## src/rtl/execute_cycle_if.sv

```systemverilog
// Execute-stage bus: ID/EX inputs, forwarding inputs, fetch redirect and EX/MEM outputs.
interface execute_cycle_if #(
  parameter int DATA_W = 32,
  parameter int REG_W  = 5
) ();
  logic              RegWriteE;
  logic              ALUSrcE;
  logic              MemWriteE;
  logic              ResultSrcE;
  logic              BranchE;
  logic              JumpE;
  logic [2:0]        ALUControlE;
  logic [DATA_W-1:0] RD1E;
  logic [DATA_W-1:0] RD2E;
  logic [DATA_W-1:0] ImmExtE;
  logic [DATA_W-1:0] PCE;
  logic [DATA_W-1:0] PCPlus4E;
  logic [REG_W-1:0]  RdE;
  logic [1:0]        ForwardAE;
  logic [1:0]        ForwardBE;
  logic [DATA_W-1:0] ResultW;
  logic              PCSrcE;
  logic [DATA_W-1:0] PCTargetE;
  logic              RegWriteM;
  logic              MemWriteM;
  logic              ResultSrcM;
  logic [REG_W-1:0]  RdM;
  logic [DATA_W-1:0] ALUResultM;
  logic [DATA_W-1:0] WriteDataM;
  logic [DATA_W-1:0] PCPlus4M;

  // Driver side (decode/hazard/writeback stages and their consumers).
  modport master (
    output RegWriteE, ALUSrcE, MemWriteE, ResultSrcE, BranchE, JumpE, ALUControlE,
           RD1E, RD2E, ImmExtE, PCE, PCPlus4E, RdE, ForwardAE, ForwardBE, ResultW,
    input  PCSrcE, PCTargetE, RegWriteM, MemWriteM, ResultSrcM, RdM, ALUResultM,
           WriteDataM, PCPlus4M
  );

  // Execute stage side.
  modport slave (
    input  RegWriteE, ALUSrcE, MemWriteE, ResultSrcE, BranchE, JumpE, ALUControlE,
           RD1E, RD2E, ImmExtE, PCE, PCPlus4E, RdE, ForwardAE, ForwardBE, ResultW,
    output PCSrcE, PCTargetE, RegWriteM, MemWriteM, ResultSrcM, RdM, ALUResultM,
           WriteDataM, PCPlus4M
  );
endinterface

```

## src/rtl/execute_cycle.sv

```systemverilog
// RV32I execute stage: operand forwarding, ALU, branch/jump resolution, EX/MEM register.
module execute_cycle #(
  parameter int DATA_W = 32,
  parameter int REG_W  = 5
) (
  input  logic          clk,
  input  logic          rst,
  execute_cycle_if.slave bus
);

  logic [DATA_W-1:0] w_src_a;
  logic [DATA_W-1:0] w_fwd_b;
  logic [DATA_W-1:0] w_src_b;
  logic [DATA_W-1:0] w_alu_result;
  logic              w_zero;

  logic              r_reg_write_m;
  logic              r_mem_write_m;
  logic              r_result_src_m;
  logic [REG_W-1:0]  r_rd_m;
  logic [DATA_W-1:0] r_alu_result_m;
  logic [DATA_W-1:0] r_write_data_m;
  logic [DATA_W-1:0] r_pc_plus4_m;

  // Forwarding muxes; the EX/MEM source is the registered result, so no comb loop.
  always_comb begin
    w_src_a = bus.RD1E;
    w_fwd_b = bus.RD2E;
    case (bus.ForwardAE)
      2'b01:   w_src_a = bus.ResultW;
      2'b10:   w_src_a = r_alu_result_m;
      default: w_src_a = bus.RD1E;
    endcase
    case (bus.ForwardBE)
      2'b01:   w_fwd_b = bus.ResultW;
      2'b10:   w_fwd_b = r_alu_result_m;
      default: w_fwd_b = bus.RD2E;
    endcase
    w_src_b = bus.ALUSrcE ? bus.ImmExtE : w_fwd_b;
  end

  // ALU; unused opcodes yield zero.
  always_comb begin
    w_alu_result = '0;
    case (bus.ALUControlE)
      3'b000:  w_alu_result = w_src_a + w_src_b;
      3'b001:  w_alu_result = w_src_a - w_src_b;
      3'b010:  w_alu_result = w_src_a & w_src_b;
      3'b011:  w_alu_result = w_src_a | w_src_b;
      3'b100:  w_alu_result = w_src_a ^ w_src_b;
      3'b101:  w_alu_result = {{(DATA_W-1){1'b0}}, ($signed(w_src_a) < $signed(w_src_b))};
      default: w_alu_result = '0;
    endcase
  end

  assign w_zero = (w_alu_result == '0);

  // Redirect to fetch is combinational and deliberately not gated by reset.
  assign bus.PCSrcE    = (bus.BranchE & w_zero) | bus.JumpE;
  assign bus.PCTargetE = bus.PCE + bus.ImmExtE;

  // EX/MEM pipeline register, no stall; async reset flushes the in-flight instruction.
  always_ff @(posedge clk or negedge rst) begin
    if (!rst) begin
      r_reg_write_m  <= 1'b0;
      r_mem_write_m  <= 1'b0;
      r_result_src_m <= 1'b0;
      r_rd_m         <= '0;
      r_alu_result_m <= '0;
      r_write_data_m <= '0;
      r_pc_plus4_m   <= '0;
    end else begin
      r_reg_write_m  <= bus.RegWriteE;
      r_mem_write_m  <= bus.MemWriteE;
      r_result_src_m <= bus.ResultSrcE;
      r_rd_m         <= bus.RdE;
      r_alu_result_m <= w_alu_result;
      r_write_data_m <= w_fwd_b;
      r_pc_plus4_m   <= bus.PCPlus4E;
    end
  end

  assign bus.RegWriteM  = r_reg_write_m;
  assign bus.MemWriteM  = r_mem_write_m;
  assign bus.ResultSrcM = r_result_src_m;
  assign bus.RdM        = r_rd_m;
  assign bus.ALUResultM = r_alu_result_m;
  assign bus.WriteDataM = r_write_data_m;
  assign bus.PCPlus4M   = r_pc_plus4_m;

endmodule

```

## src/flat_wrapper.sv

```systemverilog
// flat-port wrapper written by rule: the top's interface ports become plain ports
module execute_cycle_flat 
#(
  parameter int DATA_W = 32,
  parameter int REG_W  = 5
)
  (clk, rst, bus_RegWriteE, bus_ALUSrcE, bus_MemWriteE, bus_ResultSrcE, bus_BranchE, bus_JumpE, bus_ALUControlE, bus_RD1E, bus_RD2E, bus_ImmExtE, bus_PCE, bus_PCPlus4E, bus_RdE, bus_ForwardAE, bus_ForwardBE, bus_ResultW, bus_PCSrcE, bus_PCTargetE, bus_RegWriteM, bus_MemWriteM, bus_ResultSrcM, bus_RdM, bus_ALUResultM, bus_WriteDataM, bus_PCPlus4M);
  execute_cycle_if #(.DATA_W(DATA_W), .REG_W(REG_W)) bus_i ();
  input  logic clk;
  input  logic rst;
  input wire logic [$bits(bus_i.RegWriteE)-1:0] bus_RegWriteE;
  input wire logic [$bits(bus_i.ALUSrcE)-1:0] bus_ALUSrcE;
  input wire logic [$bits(bus_i.MemWriteE)-1:0] bus_MemWriteE;
  input wire logic [$bits(bus_i.ResultSrcE)-1:0] bus_ResultSrcE;
  input wire logic [$bits(bus_i.BranchE)-1:0] bus_BranchE;
  input wire logic [$bits(bus_i.JumpE)-1:0] bus_JumpE;
  input wire logic [$bits(bus_i.ALUControlE)-1:0] bus_ALUControlE;
  input wire logic [$bits(bus_i.RD1E)-1:0] bus_RD1E;
  input wire logic [$bits(bus_i.RD2E)-1:0] bus_RD2E;
  input wire logic [$bits(bus_i.ImmExtE)-1:0] bus_ImmExtE;
  input wire logic [$bits(bus_i.PCE)-1:0] bus_PCE;
  input wire logic [$bits(bus_i.PCPlus4E)-1:0] bus_PCPlus4E;
  input wire logic [$bits(bus_i.RdE)-1:0] bus_RdE;
  input wire logic [$bits(bus_i.ForwardAE)-1:0] bus_ForwardAE;
  input wire logic [$bits(bus_i.ForwardBE)-1:0] bus_ForwardBE;
  input wire logic [$bits(bus_i.ResultW)-1:0] bus_ResultW;
  output wire logic [$bits(bus_i.PCSrcE)-1:0] bus_PCSrcE;
  output wire logic [$bits(bus_i.PCTargetE)-1:0] bus_PCTargetE;
  output wire logic [$bits(bus_i.RegWriteM)-1:0] bus_RegWriteM;
  output wire logic [$bits(bus_i.MemWriteM)-1:0] bus_MemWriteM;
  output wire logic [$bits(bus_i.ResultSrcM)-1:0] bus_ResultSrcM;
  output wire logic [$bits(bus_i.RdM)-1:0] bus_RdM;
  output wire logic [$bits(bus_i.ALUResultM)-1:0] bus_ALUResultM;
  output wire logic [$bits(bus_i.WriteDataM)-1:0] bus_WriteDataM;
  output wire logic [$bits(bus_i.PCPlus4M)-1:0] bus_PCPlus4M;
  assign bus_i.RegWriteE = bus_RegWriteE;
  assign bus_i.ALUSrcE = bus_ALUSrcE;
  assign bus_i.MemWriteE = bus_MemWriteE;
  assign bus_i.ResultSrcE = bus_ResultSrcE;
  assign bus_i.BranchE = bus_BranchE;
  assign bus_i.JumpE = bus_JumpE;
  assign bus_i.ALUControlE = bus_ALUControlE;
  assign bus_i.RD1E = bus_RD1E;
  assign bus_i.RD2E = bus_RD2E;
  assign bus_i.ImmExtE = bus_ImmExtE;
  assign bus_i.PCE = bus_PCE;
  assign bus_i.PCPlus4E = bus_PCPlus4E;
  assign bus_i.RdE = bus_RdE;
  assign bus_i.ForwardAE = bus_ForwardAE;
  assign bus_i.ForwardBE = bus_ForwardBE;
  assign bus_i.ResultW = bus_ResultW;
  assign bus_PCSrcE = bus_i.PCSrcE;
  assign bus_PCTargetE = bus_i.PCTargetE;
  assign bus_RegWriteM = bus_i.RegWriteM;
  assign bus_MemWriteM = bus_i.MemWriteM;
  assign bus_ResultSrcM = bus_i.ResultSrcM;
  assign bus_RdM = bus_i.RdM;
  assign bus_ALUResultM = bus_i.ALUResultM;
  assign bus_WriteDataM = bus_i.WriteDataM;
  assign bus_PCPlus4M = bus_i.PCPlus4M;
  execute_cycle #(.DATA_W(DATA_W), .REG_W(REG_W)) u_core (.clk(clk), .rst(rst), .bus(bus_i));
endmodule
```

## config.mk

```make
export PLATFORM = sky130hd
export DESIGN_NAME = execute_cycle_flat
export DESIGN_NICKNAME = d
export VERILOG_FILES = /design/src/rtl/execute_cycle_if.sv /design/src/rtl/execute_cycle.sv /design/src/flat_wrapper.sv
export SDC_FILE = /design/constraint.sdc
export NUM_CORES = 1
export LEC_CHECK = 0
export BUFFER_PORTS_ARGS = -buffer_cell sky130_fd_sc_hd__buf_2
export CAP_MARGIN = 10
export CORE_MARGIN = 4
export CORE_UTILIZATION = 28
export CTS_CLUSTER_DIAMETER = 120
export CTS_CLUSTER_SIZE = 10
export DETAILED_ROUTE_END_ITERATION = 12
export GPL_TIMING_DRIVEN = 0
export MAX_ROUTING_LAYER = met4
export PLACE_DENSITY = 0.6
export SYNTH_ARGS = -nofsm -noshare
export SYNTH_HDL_FRONTEND = slang
export SYNTH_SLANG_ARGS = --single-unit
```

## constraint.sdc

```tcl
create_clock -name clk -period 6.65 [get_ports clk]
set_input_delay 0.3325 -clock clk [delete_from_list [all_inputs] [get_ports clk]]
set_output_delay 0.3325 -clock clk [all_outputs]
set_load 0.005 [all_outputs]
```

# Yosys cells after proc, flatten, opt, wreduce, memory -nomap -nowiden
# Cells that the tools add are included.
[totals] regBits=104 inputBits=212 word_cells=31
[op_classes] add_sub_neg=3 n_lt_le_gt_ge=1 n_eq_ne=9 mux=4 bitwise=5 reduce_logical=2
[op_table] cell="32-bit one-hot mux with 6 select lines" count=1
[op_table] cell="32-bit one-hot mux with 2 select lines" count=2
[op_table] cell="32-bit adder" count=2
[op_table] cell="32-bit AND" count=1
[op_table] cell="32-bit zero test" count=1
[op_table] cell="32-bit < comparator" count=1
[op_table] cell="32-bit two-way mux" count=1
[op_table] cell="32-bit OR" count=1
[op_table] cell="32-bit subtractor" count=1
[op_table] cell="32-bit XOR" count=1
[op_table] cell="3-bit by 2-bit equality test with 1-bit output (second input constant)" count=2
[op_table] cell="3-bit equality test (second input constant)" count=2
[op_table] cell="2-bit by 1-bit equality test with 1-bit output (second input constant)" count=2
[op_table] cell="2-bit equality test (second input constant)" count=2
[op_table] cell="3-bit by 1-bit equality test with 1-bit output (second input constant)" count=1
[op_table] cell="3-bit zero test" count=1
[op_table] cell="1-bit AND" count=1
[op_table] cell="1-bit OR" count=1

# Logic depth before layout (Yosys ltp)
[depth] ltp_word=8 depth_mapped=21

# Worst setup path after synthesis
# No wires, ideal clock.
[synth_timing] kind="input to output" from="input bus_ForwardBE[0]" to="output bus_PCSrcE" t_arrival_ns=5.985 required_time_ns=6.318 path_slack_ns=0.332 path_stages=21 path_cell_list="inv_1 ha_1 clkbuf_1 buf_1 a21oi_1 o21ai_0 ha_1 inv_1 fa_1 nand2b_4 a2111oi_4 nor2_2 mux2i_1 o211ai_1 or4_1 a2111oi_2 or4b_1 or4_1 or4b_1 or4_1 o41ai_2"
[synth_via] elab_chain_len=8
[synth_lines] element="from (decl)" line="flat_wrapper.sv:25" rtl="input wire logic [$bits(bus_i.ForwardBE)-1:0] bus_ForwardBE;"
[synth_lines] element="2-bit equality test / 2-bit by 1-bit equality test with 1-bit output (equally long branches)" line="execute_cycle.sv:34" rtl="case (bus.ForwardBE)"
[synth_lines] element="32-bit one-hot mux with 2 select lines (*)" line="execute_cycle.sv:34"
[synth_lines] element="32-bit two-way mux (*)" line="execute_cycle.sv:39" rtl="w_src_b = bus.ALUSrcE ? bus.ImmExtE : w_fwd_b;"
[synth_lines] element="32-bit subtractor, or another cell as far along" line="execute_cycle.sv:47" rtl="3'b001: w_alu_result = w_src_a - w_src_b;"
[synth_lines] element="32-bit one-hot mux with 6 select lines (*)" line="execute_cycle.sv:45" rtl="case (bus.ALUControlE)"
[synth_lines] element="via u_core.w_alu_result[6]" line="execute_cycle.sv:14" rtl="logic [DATA_W-1:0] w_alu_result;"
[synth_lines] element="32-bit zero test (*)" line="execute_cycle.sv:56" rtl="assign w_zero = (w_alu_result == '0);"
[synth_lines] element="1-bit AND (*)" line="execute_cycle.sv:59" rtl="assign bus.PCSrcE = (bus.BranchE & w_zero) | bus.JumpE;"
[synth_lines] element="1-bit OR (*)" line="execute_cycle.sv:59"
[synth_lines] element="to (decl)" line="flat_wrapper.sv:27" rtl="output wire logic [$bits(bus_i.PCSrcE)-1:0] bus_PCSrcE;"
# Mark *: on every way through the listed nets, which the timed path passes. The rest lies on a longest branch.

# Final worst setup path
[layout_timing] from="input bus_ForwardBE[0]" to="output bus_PCSrcE"
[layout_via] elab_chain_len=8
[layout_lines] element="2-bit equality test / 2-bit by 1-bit equality test with 1-bit output (equally long branches)" line="execute_cycle.sv:34"
[layout_lines] element="32-bit one-hot mux with 2 select lines (*)" line="execute_cycle.sv:34"
[layout_lines] element="32-bit two-way mux (*)" line="execute_cycle.sv:39"
[layout_lines] element="32-bit subtractor, or another cell as far along" line="execute_cycle.sv:47"
[layout_lines] element="32-bit one-hot mux with 6 select lines (*)" line="execute_cycle.sv:45"
[layout_lines] element="32-bit zero test (*)" line="execute_cycle.sv:56"
[layout_lines] element="1-bit AND (*)" line="execute_cycle.sv:59"
[layout_lines] element="1-bit OR (*)" line="execute_cycle.sv:59"
# Every way passes the cells marked *; elsewhere a longest branch is shown, timed or not.

==> flow_summary.ini <==
[outcome]
outcome = finished with violations
violations = negative setup slack

[floorplan]
initial_core_util = 0.286
core_area_um2 = 40100
die_x_um = 210
io_pins = 349
dieArea_um2 = 44300
die_h_um = 210
fp-row-count = 73

[yosys]
yosys.area.top_type = dfrtp_1
async_flop_share = 1.00
syn_area_um2 = 11500
seq_area_frac_synth = 0.227
syn_inst = 1515
ys_ff_latch = 104
synth_nets = 1870
synth_area_leaders = dfrtp_1 (23%), ha_1 (15%), o21ai_0 (6.0%), a21oi_1 (5.8%), nor2_1 (5.0%)
yosys-top-cells-count = nor2_1 (152), inv_1 (143), ha_1 (140), o21ai_0 (137), nand2_1 (135)
synth_edf_count = 0
synth.yosys.warnings = 0
ys.flop_type = dfrtp_1
syn-mean-instance-area_um2 = 7.57
synth_cell_types = 86
synth_top_area_frac = 0.227
synth.most_common_cell = nor2_1

[grt]
globalRouteOverflowTotal = 0
grt_max_degree = 67
grt_pass1_vias = 13100
antenna_found_initial = 1
grt.total_usage = 0.256
grt_pass1_wl_um = 84200

[timing]
fin_worst_skew_ns = 0.00890
drv_slew = 0
min_period_ns = 6.71
holdWs_ns = 0.0477
final.setup.worst_slack_ns = -0.0562
fmax_mhz = 149
tightest_slew_ns = 1.04
maxSlewHeadroom = 0.303
post-route-period-util = 1.01
setup_viol_count_final = 1
rsz0062_at_grt = true
hold_viol = 0

[critical_path]
path_class = in -> out
worstReg2RegStart = u_core.bus.ALUResultM[11]$_DFF_PN0_
ff2ff_path_depth = 16
cp_data_arrival_time_ns = 6.37
crit_fanout = 5
start_kind = primary input
r2r_slack_ns = 1.68
critical_path_required_ns = 6.32
r2r_end = u_core.bus.ALUResultM[31]$_DFF_PN0_
endpoint_kind = primary output

[clocking]
cts_tree = built
clock_sinks = 104
root_buffer = clkbuf_16
h-tree-depth = 3
cts.path.max_buffers = 2
cts.reportedPaths.clkPinSlew_ns = 0.08
cts_made_buffers = 9
clock_latency_ns = 0.38

[cells_and_area]
area_growth_pct = 28.5
fill_cells = 4239
finish.utilization = 0.368
final_nets = 2236
postLayoutCellArea_um2 = 14700
drive_above_1_share = 0.270

[flow_run]
max_cap_violations = 0

[route]
routed_wl_um = 58200
drt_iter0_drc = 1448
wire_per_inst_um = 24.1
drc = 0
viasPerCell = 5.56
first_pass_iters = 6
postRouteAntennaNets = 0
vias = 13400

[placed_design]
port-buffer-count = 345
gp_congestion = 1.03
post-place-ws_ns = -2.06
dp_hpwl_um = 48100
postPlaceCellArea_um2 = 13900

[hold_path]
hold_end = u_core.bus.PCPlus4M[17]$_DFF_PN0_
min_from = bus_PCPlus4E[17]
min_path_type = in -> reg
whs_path_depth = 1

[pwr]
ir_drop_v = 0.000113
total_power_uw = 3060
leakage_uw = 0.00711
power_density_nw_per_um2 = 207
routing by layer:
| metal | part of all wire | wire length [µm] | GRT usage | vias to the layer above |
|---|---|---|---|---|
| met2 | 0.49 | 28300 | 0.433 | 702 |
| met1 | 0.40 | 23500 | 0.317 | 6502 |
| li1 | - | - | - | 6132 |
| met3 | 0.084 | 4880 | 0.0403 | 77 |
| met5 | 0 | 0 | - | - |
| met4 | 0.028 | 1630 | 0.0747 | 0 |
where the power goes:
part	switching, µW	internal [µW]	leakage [µW]
Sequential	72.9	716	0.00127
Combinational	1070	641	0.00570
Clock	292	263	0.000140
Total	1440	1620	0.00711
area by class of cell:
type,instances,area (µm²),share of cell area
Multi-Input combinational cell,1185,8240,0.559
Antenna cell,1,2.50,0.000170
Buffer,74,522,0.0354
Timing Repair Buffer,361,1880,0.127
Clock inverter,7,63.8,0.00433
Inverter,146,548,0.0372
Tap cell,525,657,0.0446
Sequential cell,104,2600,0.177
Clock buffer,9,225,0.0153
registers in the layout (all words and copies together), names as in the netlist:
| name | count |
|---|---|
| u_core.bus.WriteDataM | 32 |
| u_core.bus.MemWriteM | 1 |
| u_core.bus.ResultSrcM | 1 |
| u_core.bus.ALUResultM | 32 |
| u_core.bus.RegWriteM | 1 |
| u_core.bus.RdM | 5 |
| u_core.bus.PCPlus4M | 32 |
worst max-delay path, cell delays in order:
cell and delay, ns:
buf_2 0.12, inv_1 0.08, ha_4 0.23, a22oi_1 0.12
nor2_1 0.16, a21oi_2 0.07, o21ai_4 0.26, ha_4 0.21
inv_2 0.07, fa_2 0.39, nand2b_4 0.18, a2111oi_4 0.37
buf_4 0.19, o31ai_2 0.09, o41ai_2 0.44, nor2_2 0.14
a2111oi_4 0.33, o21bai_1 0.14, or4b_4 0.50, or4_4 0.52
or4b_4 0.58, or4_4 0.45, o41ai_4 0.21, buf_2 0.16
cells in the final DEF (no fill, tap or decap), types with 7 or more instances in the layout:
master,instances
o21bai_1,12
o21a_1,10
nor3_1,29
nand3_1,19
o211ai_1,21
nand2_1,135
o21ai_0,120
buf_4,17
o31ai_1,9
o22ai_1,8
ha_1,128
xor2_1,11
a211oi_1,28
o21ai_1,12
o41ai_1,7
nand2b_1,17
clkbuf_8,9
nor4_1,9
ha_4,9
nor2_1,149
buf_2,351
a31oi_1,8
dfrtp_1,103
clkbuf_16,12
xnor2_1,35
a21o_1,26
a21oi_1,126
nor2b_1,16
clkbuf_1,29
inv_1,141
or2_2,9
or3_1,10
nand4_1,9
a22oi_1,65
clkbuf_2,14
stage by stage:
| step | TNS (ns) | instances |
|---|---|---|
| finish | -0.0562 | 2412 |
| global route | -0.221 | 2412 |
| CTS | 0 | 2412 |
| detailed placement | -2.06 | 2386 |
| global placement | -2.05 | 2385 |
| floorplan | 0 | 1515 |
how the worst max path moves through the flow:
stage	from	to	slack [ns]	depth (start not counted)
detailed placement	bus_ForwardBE[0]	bus_PCSrcE	-2.06	23
global route	bus_ForwardBE[0]	bus_PCSrcE	-0.22	23
global placement	bus_ForwardBE[0]	bus_PCSrcE	-2.05	23
CTS	bus_ForwardBE[0]	bus_PCSrcE	0.004	23
finish	bus_ForwardBE[0]	bus_PCSrcE	-0.06	24
floorplan	bus_ForwardBE[0]	bus_PCSrcE	0.33	21
cells by family after synthesis:
logic type,after synthesis,share of synthesized area
adders and majority gates,143,0.158
AOI/OAI and AO/OA,535,0.303
xor gates and xnor gates,47,0.0359
and+or+nand+nor,454,0.187
buffers and inverters,226,0.0840
muxes,6,0.00535
DFF,104,0.227
what timing repair did:
action | 4_1_cts | 5_1_grt
resized for setup | 115 | 21
hold buffers | 1 | 0
buffers inserted | 14 | 1
endpoints found under the setup margin | 1 | 1
cloned | 0 | 0
hold endpoints to repair | 38 | 0
pin swaps | 20 | 6
Power figures use the tool's default switching activity.
